==> src/rtl/mem_pkg.sv <==
// ============================================================================
// Module      : mem_pkg
// Description : Shared types and helpers for the parametrised SRAM and its
//               clear sequencer.
// Revision    : 1.0 - initial release
// ============================================================================
`default_nettype none

package mem_pkg;

    typedef enum logic [0:0] {
        CLEAR = 1'b0,
        IDLE  = 1'b1
    } clr_state_t;

    function automatic int be_width(input int data_w);
        return data_w / 8;
    endfunction

    function automatic int ptr_width(input int depth);
        return (depth > 1) ? $clog2(depth) : 1;
    endfunction

    function automatic bit params_ok(input int data_w, input int addr_w,
                                     input int depth, input int rd_lat);
        return (data_w >= 8) && (data_w % 8 == 0) && (addr_w >= 1) &&
               (depth > 1) && (depth <= (1 << addr_w)) &&
               ((rd_lat == 1) || (rd_lat == 2));
    endfunction

endpackage

`default_nettype wire

==> src/rtl/mem_clear_seq.sv <==
// ============================================================================
// Module      : mem_clear_seq
// Description : CLEAR/IDLE sequencer that walks a pointer over every word and
//               zeroes it after reset or on a clr request.
// Revision    : 1.0 - initial release
// ============================================================================
`default_nettype none

module mem_clear_seq
    import mem_pkg::*;
#(
    parameter int DEPTH = 16,
    parameter int PTR_W = 4
) (
    input  logic             clk,
    input  logic             rst,
    input  logic             clr,
    output logic             busy,
    output logic             clr_we,
    output logic [PTR_W-1:0] clr_addr
);

    localparam logic [PTR_W-1:0] c_last = PTR_W'(DEPTH - 1);

    clr_state_t       r_state;
    logic [PTR_W-1:0] r_ptr;
    logic             r_busy;

    always_ff @(posedge clk) begin
        if (!rst) begin
            r_state <= CLEAR;
            r_ptr   <= '0;
            r_busy  <= 1'b1;
        end else begin
            case (r_state)
                CLEAR: begin
                    if (r_ptr == c_last) begin
                        r_state <= IDLE;
                        r_ptr   <= '0;
                        r_busy  <= 1'b0;
                    end else begin
                        r_ptr <= r_ptr + PTR_W'(1);
                    end
                end
                IDLE: begin
                    if (clr) begin
                        r_state <= CLEAR;
                        r_ptr   <= '0;
                        r_busy  <= 1'b1;
                    end
                end
                default: begin
                    r_state <= CLEAR;
                    r_ptr   <= '0;
                    r_busy  <= 1'b1;
                end
            endcase
        end
    end

    assign busy     = r_busy;
    assign clr_we   = (r_state == CLEAR);
    assign clr_addr = r_ptr;

endmodule

`default_nettype wire

==> src/rtl/mem_sram_param.sv <==
// ============================================================================
// Module      : mem_sram_param
// Description : Single-port register memory with byte-lane writes, 1 or 2
//               cycle read latency, selectable read-during-write and a
//               hardware clear sweep.
// Revision    : 1.0 - initial release
// ============================================================================
`default_nettype none

module mem_sram_param
    import mem_pkg::*;
#(
    parameter int DATA_W   = 8,
    parameter int ADDR_W   = 4,
    parameter int DEPTH    = 2 ** ADDR_W,
    parameter int RD_LAT   = 1,
    parameter int WR_FIRST = 1
) (
    input  logic                clk,
    input  logic                rst,
    input  logic                clr,
    input  logic                wr,
    input  logic                rd,
    input  logic [ADDR_W-1:0]   addr,
    input  logic [DATA_W/8-1:0] be,
    input  logic [DATA_W-1:0]   Datain,
    output logic [DATA_W-1:0]   Dataout,
    output logic                rd_valid,
    output logic                busy,
    output logic                drop
);

    localparam int                c_be_w      = be_width(DATA_W);
    localparam int                c_ptr_w     = ptr_width(DEPTH);
    localparam logic [DATA_W-1:0] c_zero_word = '0;

    generate
        if (!params_ok(DATA_W, ADDR_W, DEPTH, RD_LAT)) begin : g_param_check
            $error("mem_sram_param: illegal DATA_W/ADDR_W/DEPTH/RD_LAT combination");
        end
    endgenerate

    logic [DATA_W-1:0]  r_mem [DEPTH];
    logic               w_busy;
    logic               w_clr_we;
    logic [c_ptr_w-1:0] w_clr_addr;
    logic               w_in_range;
    logic [c_ptr_w-1:0] w_idx;
    logic               w_acc_wr;
    logic               w_acc_rd;
    logic [DATA_W-1:0]  w_old;
    logic [DATA_W-1:0]  w_merged;
    logic [DATA_W-1:0]  w_rd_data;
    logic [DATA_W-1:0]  r_dout;
    logic               r_rdv;
    logic               r_drop;

    mem_clear_seq #(
        .DEPTH (DEPTH),
        .PTR_W (c_ptr_w)
    ) u_clear_seq (
        .clk      (clk),
        .rst      (rst),
        .clr      (clr),
        .busy     (w_busy),
        .clr_we   (w_clr_we),
        .clr_addr (w_clr_addr)
    );

    generate
        if (DEPTH == (1 << ADDR_W)) begin : g_full_range
            assign w_in_range = 1'b1;
        end else begin : g_part_range
            assign w_in_range = (32'(addr) < 32'($unsigned(DEPTH)));
        end
    endgenerate

    assign w_idx    = addr[c_ptr_w-1:0];
    assign w_acc_wr = wr && !w_busy && w_in_range;
    assign w_acc_rd = rd && !w_busy;
    assign w_old    = r_mem[w_idx];

    generate
        for (genvar i = 0; i < c_be_w; i++) begin : g_lane
            assign w_merged[8*i +: 8] = be[i] ? Datain[8*i +: 8] : w_old[8*i +: 8];
        end
    endgenerate

    // Out-of-range reads still complete, returning zero.
    assign w_rd_data = !w_in_range                   ? c_zero_word :
                       ((WR_FIRST != 0) && w_acc_wr) ? w_merged    : w_old;

    // Sweep and user writes are exclusive: user writes need busy low.
    always_ff @(posedge clk) begin
        if (rst) begin
            if (w_clr_we) begin
                r_mem[w_clr_addr] <= c_zero_word;
            end else if (w_acc_wr) begin
                r_mem[w_idx] <= w_merged;
            end
        end
    end

    always_ff @(posedge clk) begin
        if (!rst) begin
            r_drop <= 1'b0;
        end else if (w_busy) begin
            r_drop <= wr || rd || clr;
        end else begin
            r_drop <= (wr || rd) && !w_in_range;
        end
    end

    generate
        if (RD_LAT == 2) begin : g_lat2
            logic              r_s1_v;
            logic [DATA_W-1:0] r_s1_d;

            always_ff @(posedge clk) begin
                if (!rst) begin
                    r_s1_v <= 1'b0;
                    r_s1_d <= c_zero_word;
                    r_rdv  <= 1'b0;
                    r_dout <= c_zero_word;
                end else begin
                    r_s1_v <= w_acc_rd;
                    if (w_acc_rd) begin
                        r_s1_d <= w_rd_data;
                    end
                    r_rdv <= r_s1_v;
                    if (r_s1_v) begin
                        r_dout <= r_s1_d;
                    end
                end
            end
        end else begin : g_lat1
            always_ff @(posedge clk) begin
                if (!rst) begin
                    r_rdv  <= 1'b0;
                    r_dout <= c_zero_word;
                end else begin
                    r_rdv <= w_acc_rd;
                    if (w_acc_rd) begin
                        r_dout <= w_rd_data;
                    end
                end
            end
        end
    endgenerate

    assign Dataout  = r_dout;
    assign rd_valid = r_rdv;
    assign busy     = w_busy;
    assign drop     = r_drop;

endmodule

`default_nettype wire

==> config.mk <==
export PLATFORM = sky130hd
export DESIGN_NAME = mem_sram_param
export DESIGN_NICKNAME = d
export VERILOG_FILES = /design/src/rtl/mem_pkg.sv /design/src/rtl/mem_clear_seq.sv /design/src/rtl/mem_sram_param.sv
export SDC_FILE = /design/constraint.sdc
export NUM_CORES = 1
export LEC_CHECK = 0
export CORE_ASPECT_RATIO = 0.6
export CORE_UTILIZATION = 25
export CTS_BUF_LIST = sky130_fd_sc_hd__clkbuf_4
export CTS_CLUSTER_DIAMETER = 60
export DETAILED_ROUTE_END_ITERATION = 7
export SLEW_MARGIN = 30
export SYNTH_ARGS = -nofsm -noshare
export SYNTH_HDL_FRONTEND = slang
export SYNTH_HIERARCHICAL = 1
export SYNTH_SLANG_ARGS = --single-unit
==> constraint.sdc <==
create_clock -name clk -period 3.4 [get_ports clk]
set_clock_uncertainty 0.05 [all_clocks]
set_input_delay 0.34 -clock clk [delete_from_list [all_inputs] [get_ports clk]]
set_output_delay 0.34 -clock clk [all_outputs]
set_load 0.01 [all_outputs]
==> flow_metrics.tcl, run 1 <==
set metrics [dict create \
    postPlaceCellArea_mm2 0.00702 \
    cts_tree "yes" \
    hpwl_mm 10.8 \
    hp-class "in -> reg" \
    synth_ff_type "edfxtp_1" \
    grt_overflow_total 0 \
    met1_length_mm 7.55 \
    synth.area.top_cells "edfxtp_1 (62%), mux2i_1 (5.4%), dfxtp_1 (5.2%)" \
    worstReg2RegEnd "r_mem[14][3]" \
    initialDrtViolationCount 414 \
    synth_area_per_cell_um2 15.6 \
    slowest_stage "nor2_1" \
    drive_above_1_share_pct 21.6 \
    status "complete, no violations" \
    clock.fmax_mhz 362 \
    critPathLaunchType "flop" \
    setup_viol 0 \
    antenna_found_initial 1 \
    grt_pass1_wl_mm 23.0 \
    clk_latency_ns 0.55 \
    multi_input_area_mm2 0.00189 \
    r2r_setup_slack_ns 0.63 \
    r2r_cells 6 \
    path_class "reg -> reg" \
    ys_async_sr_fraction_pct 0 \
    cts_buffer_depth 2 \
    tns_ns 0 \
    cts_sinks 144 \
    start_util_pct 25.5 \
    ys_warn_count 6 \
    portBuffers 28 \
    area_growth_pct 18.4 \
    drt_wl_total_mm 15.5 \
    yosys.area.top_type_share_pct 62.3 \
    regArea_mm2 0.00416 \
    ctsHoldBuffers 0 \
    fp-row-count 44 \
    synth_edf_count 128 \
    required_ns 3.52 \
    root_buffer "clkbuf_4" \
    clk_pin_slew_ns 0.12 \
    firstDrtPassIters 6 \
    fin_nets 474 \
    grtUsageTotal_pct 12.6 \
    powerDensity_mw_per_mm2 446 \
    path_cells "inv_2, nand4bb_1, buf_4, nor3b_1, a31oi_1, nor2_1" \
    slew_violations 0 \
    syn_inst 395 \
    fill_cells 2398 \
    postCtsSetupRepairBufs 0 \
    grt_max_degree 24 \
    gp_congestion 0.893 \
    cts_resized 0 \
    synth_nets 414 \
    worstSetupEndpointType "flop" \
    worst_pin_slew_ns 0.980 \
    endpoint "r_mem[14][3]" \
    htree_levels 4 \
    highest-signal-layer "met4" \
    via_per_inst 4.94 \
    synth_common_cells "edfxtp_1 (128), mux2i_1 (33), nand2_1 (23), nor2_1 (22), a21oi_1 (20)" \
    slowest_delay_ns 0.78 \
    drtAntennaViolNets 0 \
    total_leakage_power_nw 2.63 \
    ios 29 \
    numCtsBuffers 17 \
    drc 0 \
    hold_viol_final 0 \
    yosys_register_bits 144 \
    fin_crit_ns 2.77 \
    syn_area_mm2 0.00617 \
    finalInstanceArea_mm2 0.00731 \
    yosysUniqueCellTypes 45 \
    routedWlPerCell_um 19.5 \
    grt_pass1_vias 3660 \
    period_share_pct 81.4 \
    core_region_area_mm2 0.0242 \
    via_count 3904 \
    routed-wl-met2_mm 6.03 \
    rsz0062_at_grt "false" \
    crit_arrival_ns 2.89 \
    die_w_um 205 \
    rr_startpoint "u_clear_seq/r_state" \
    cp_max_fo 10 \
    route.met3.wl_mm 1.68 \
    synth_top_area_cell "edfxtp_1" \
    die-height_um 124 \
    yosysMostFrequentCell "edfxtp_1" \
    maxCapViolations 0 \
    peakVddDrop_v 0.000177 \
    ys_seq_area_share_pct 67.5 \
    startpoint "u_clear_seq/r_state" \
    die_area_mm2 0.0253 \
    slew_headroom_pct 34.5 \
]
-- power breakdown --
group | internal, W | switching, W | total, W | leakage (nW)
clock network | 0.000430 | 0.000652 | 0.00108 | 0.141
registers | 0.00192 | 0.0000115 | 0.00193 | 1.49
logic | 0.000107 | 0.000135 | 0.000242 | 1.00
-- area by class of cell --
class,count,share of cell area (%)
inverters,4,0.206
repair buffers,63,7.71
flip-flops and latches,144,57.0
well taps,322,5.51
diodes,1,0.0343
clock buffers,17,1.75
clock inverters,15,1.97
multi-input cells,225,25.8
-- registers in the layout, indices dropped and copies added, names as in the netlist --
name / cells
u_clear_seq/busy: 1
r_mem: 128
u_clear_seq/clr_addr: 4
Dataout: 8
drop: 1
rd_valid: 1
u_clear_seq/r_state: 1
-- routing by layer --
| layer | vias to the layer above | GRT usage (%) |
|---|---|---|
| li1 | 1701 | - |
| met5 | - | 0 |
| met4 | 0 | 4.34 |
| met1 | 1970 | 19.1 |
| met3 | 21 | 4.37 |
| met2 | 212 | 15.9 |
-- stage by stage --
step	hold WS (ns)	util, %	setup WS (ns)	total power [W]	instances
after floorplan	0.366	-	1.24	0.00211	395
after global placement	0.475	28.9	0.180	0.00220	757
after detailed placement	0.480	29.0	0.334	0.00221	758
after CTS	0.394	30.1	0.623	0.00327	790
after global routing	0.415	30.2	0.461	0.00336	791
final	0.423	30.2	0.634	0.00326	791
-- worst min path at each step --
stage,from,cells after the start,end
after floorplan,rst,1,u_clear_seq/busy
after global placement,u_clear_seq/busy,1,drop
after detailed placement,Dataout[3],1,Dataout[3]
after CTS,rd,2,drop
after global routing,rd,2,drop
final,rd,2,drop
-- placed cells by master (no fill, tap or decap), types with 4 or more instances in the layout --
cell type and count:
mux4_1 7, edfxtp_1 128, a211oi_1 8, nand3_1 9, mux4_2 9, dfxtp_1 16
and2_1 13, clkdlybuf4s50_1 27, clkbuf_4 17, nor2_1 18, a21oi_1 14, nand2_1 23
nor2b_1 6, a22oi_1 16, nor2_2 4, mux2i_1 33, a31oi_1 12, buf_4 33
o211a_1 8, o221a_2 5, mux2_2 8, a21oi_2 6
-- cell families (layout without fill, tap and decap cells) --
group,Yosys count,count (layout),share of synthesized area (%)
compound gates,82,82,9.67
xor+xnor,1,1,0.142
fa+ha+maj,1,1,0.203
buf+inv,26,99,2.45
flops,144,144,67.5
mux,57,57,13.1
other cells,0,1,0
simple gates,84,84,6.96
-- critical path: cells and delay by family, from the launching register on --
kind	cells	cell delay, ns
flip-flops	1	0.53
buffers and inverters	2	0.39
AND/OR/NAND/NOR	3	1.31
AO/OA/AOI/OAI	1	0.12
Note: power is estimated with default switching activity, not from simulation.
==> run 2, diff against run 1 <==
==> constraint.sdc (replaced) <==
create_clock -name clk -period 2.6 [get_ports clk]
set_clock_uncertainty 0.05 [all_clocks]
set_input_delay 0.26 -clock clk [delete_from_list [all_inputs] [get_ports clk]]
set_output_delay 0.26 -clock clk [all_outputs]
set_load 0.01 [all_outputs]
==> flow_metrics.tcl, run 2 (synthesis gave the netlist of run 1 again) <==
set metrics [dict create \
    worstSetupEndpointType "flop" \
    hp-class "in -> reg" \
    maxCapViolations 0 \
    rr_startpoint "u_clear_seq/busy" \
    path_cells "nand4bb_1, mux2i_1, nand2_1, nor2_1" \
    rsz0062_at_grt "false" \
    grtUsageTotal_pct 12.5 \
    crit_arrival_ns 2.44 \
    total_leakage_power_nw 2.75 \
    path_class "reg -> reg" \
    antenna_found_initial 1 \
    period_share_pct 89.4 \
    grt_pass1_vias 3724 \
    gp_congestion 0.823 \
    fin_cells 806 \
    dp_slack_ns -0.120 \
    slew_violations 0 \
    powerDensity_mw_per_mm2 588 \
    drtAntennaViolNets 0 \
    start_util_pct 25.5 \
    die-height_um 124 \
    die_w_um 205 \
    initialDrtViolationCount 442 \
    p_seq_share_pct 57.6 \
    slowest_delay_ns 0.62 \
    die_area_mm2 0.0253 \
    slowest_stage "nor2_1" \
    final_cell_mix "edfxtp_1 (128), buf_4 (45), mux2i_1 (33)" \
    ios 29 \
    largest_register_ffs 128 \
    fp-row-count 44 \
    grt_pass1_wl_mm 22.8 \
    via_per_inst 4.81 \
    cp_max_fo 8 \
    r2r_setup_slack_ns 0.28 \
    tns_ns 0 \
    final_common_cell "edfxtp_1" \
    clock.fmax_mhz 430 \
    drive_above_1_share_pct 22.8 \
    fin_util_pct 30.8 \
    grt_max_degree 23 \
    routedWlPerCell_um 19.0 \
    drt_wl_total_mm 15.3 \
    hpwl_mm 10.6 \
    cts_buffer_depth 2 \
    fin_nets 489 \
    fin_crit_ns 2.32 \
    place_inst 773 \
    startpoint "u_clear_seq/busy" \
    swShare_pct 23.2 \
    hold_viol_final 0 \
    peakVddDrop_v 0.000220 \
    required_ns 2.71 \
    power.switching_w 0.00102 \
    largest_register "r_mem" \
    via_count 3873 \
    worst_pin_slew_ns 0.751 \
    grt_overflow_total 0 \
    slew_headroom_pct 49.8 \
    clk_pin_slew_ns 0.12 \
    area_growth_pct 21.0 \
    hold_start "rd" \
    firstDrtPassIters 5 \
    status "complete, no violations" \
    critPathLaunchType "flop" \
    cts_sinks 144 \
    setup_viol 0 \
    root_buffer "clkbuf_4" \
    power_frac_clock_pct 34.8 \
    post-route-worst-setup-slack_ns 0.275 \
    p_comb_share_pct 7.5 \
    postCtsSetupRepairBufs 0 \
    ctsHoldBuffers 0 \
    portBuffers 28 \
    numCtsBuffers 17 \
    clk_latency_ns 0.53 \
    htree_levels 4 \
    cts_tree "yes" \
    drc 0 \
    core_region_area_mm2 0.0242 \
    power_w 0.00439 \
    intPower_w 0.00337 \
]
## run 2: cell types whose count changed in the layout (fill, tap and decap cells not counted), sizes merged
| cell | delta |
|---|---|
| buf | +15 |
| clkbuf | +3 |
| clkinv | -2 |
| clkinvlp | -2 |
| bufinv | +1 |
## run 2: worst paths after layout
kind / endpoint / depth (start not counted)
setup / recovery: r_mem[9][1] / 4
hold / removal: drop / 2
setup reg to reg: r_mem[9][1] / 4
hold reg to reg: Dataout[4] / 1
## run 2: metal layers
metal	wire, um	global-route usage, %	vias to the layer above
li1	-	-	1736
met2	6310	17.3	164
met3	1230	3.06	14
met4	140	4.10	0
met5	0	0	-
met1	7610	18.7	1959
## run 2: stage by stage
step | hold slack (ns) | area, um2
finish | 0.399 | 7470
global route | 0.386 | 7470
CTS | 0.366 | 7460
detailed placement | 0.473 | 7150
global placement | 0.473 | 7150
floorplan | 0.286 | 6170
## run 2: worst max-delay path, delay by kind of cell (launching register included)
kind / cells / cell delay [ns]
muxes: 1 / 0.36
and+or+nand+nor: 3 / 1.06
DFF: 1 / 0.50
## run 2: area by class of cell
class | instances | area (um2)
Multi-Input combinational cell | 225 | 1860
Sequential cell | 144 | 4160
Fill cell | 2403 | 16800
Tap cell | 322 | 403
Clock buffer | 20 | 150
Timing Repair Buffer | 78 | 713
Inverter | 4 | 15.0
Antenna cell | 1 | 2.50
Clock inverter | 12 | 159
## run 2: repair_timing
item                                    4_1_cts  5_1_grt
hold endpoints to repair                      0        0
resized for setup                             0        2
endpoints found under the setup margin        0        8
## run 2: power groups by stage
stage | registers, W | logic [W] | clock network [W]
2_1_floorplan | 0.00257 | 0.000189 | 0
3_3_place_gp | 0.00258 | 0.000318 | 0
3_5_place_dp | 0.00258 | 0.000325 | 0
4_1_cts | 0.00253 | 0.000326 | 0.00156
5_1_grt | 0.00253 | 0.000353 | 0.00165
6_report | 0.00253 | 0.000331 | 0.00153
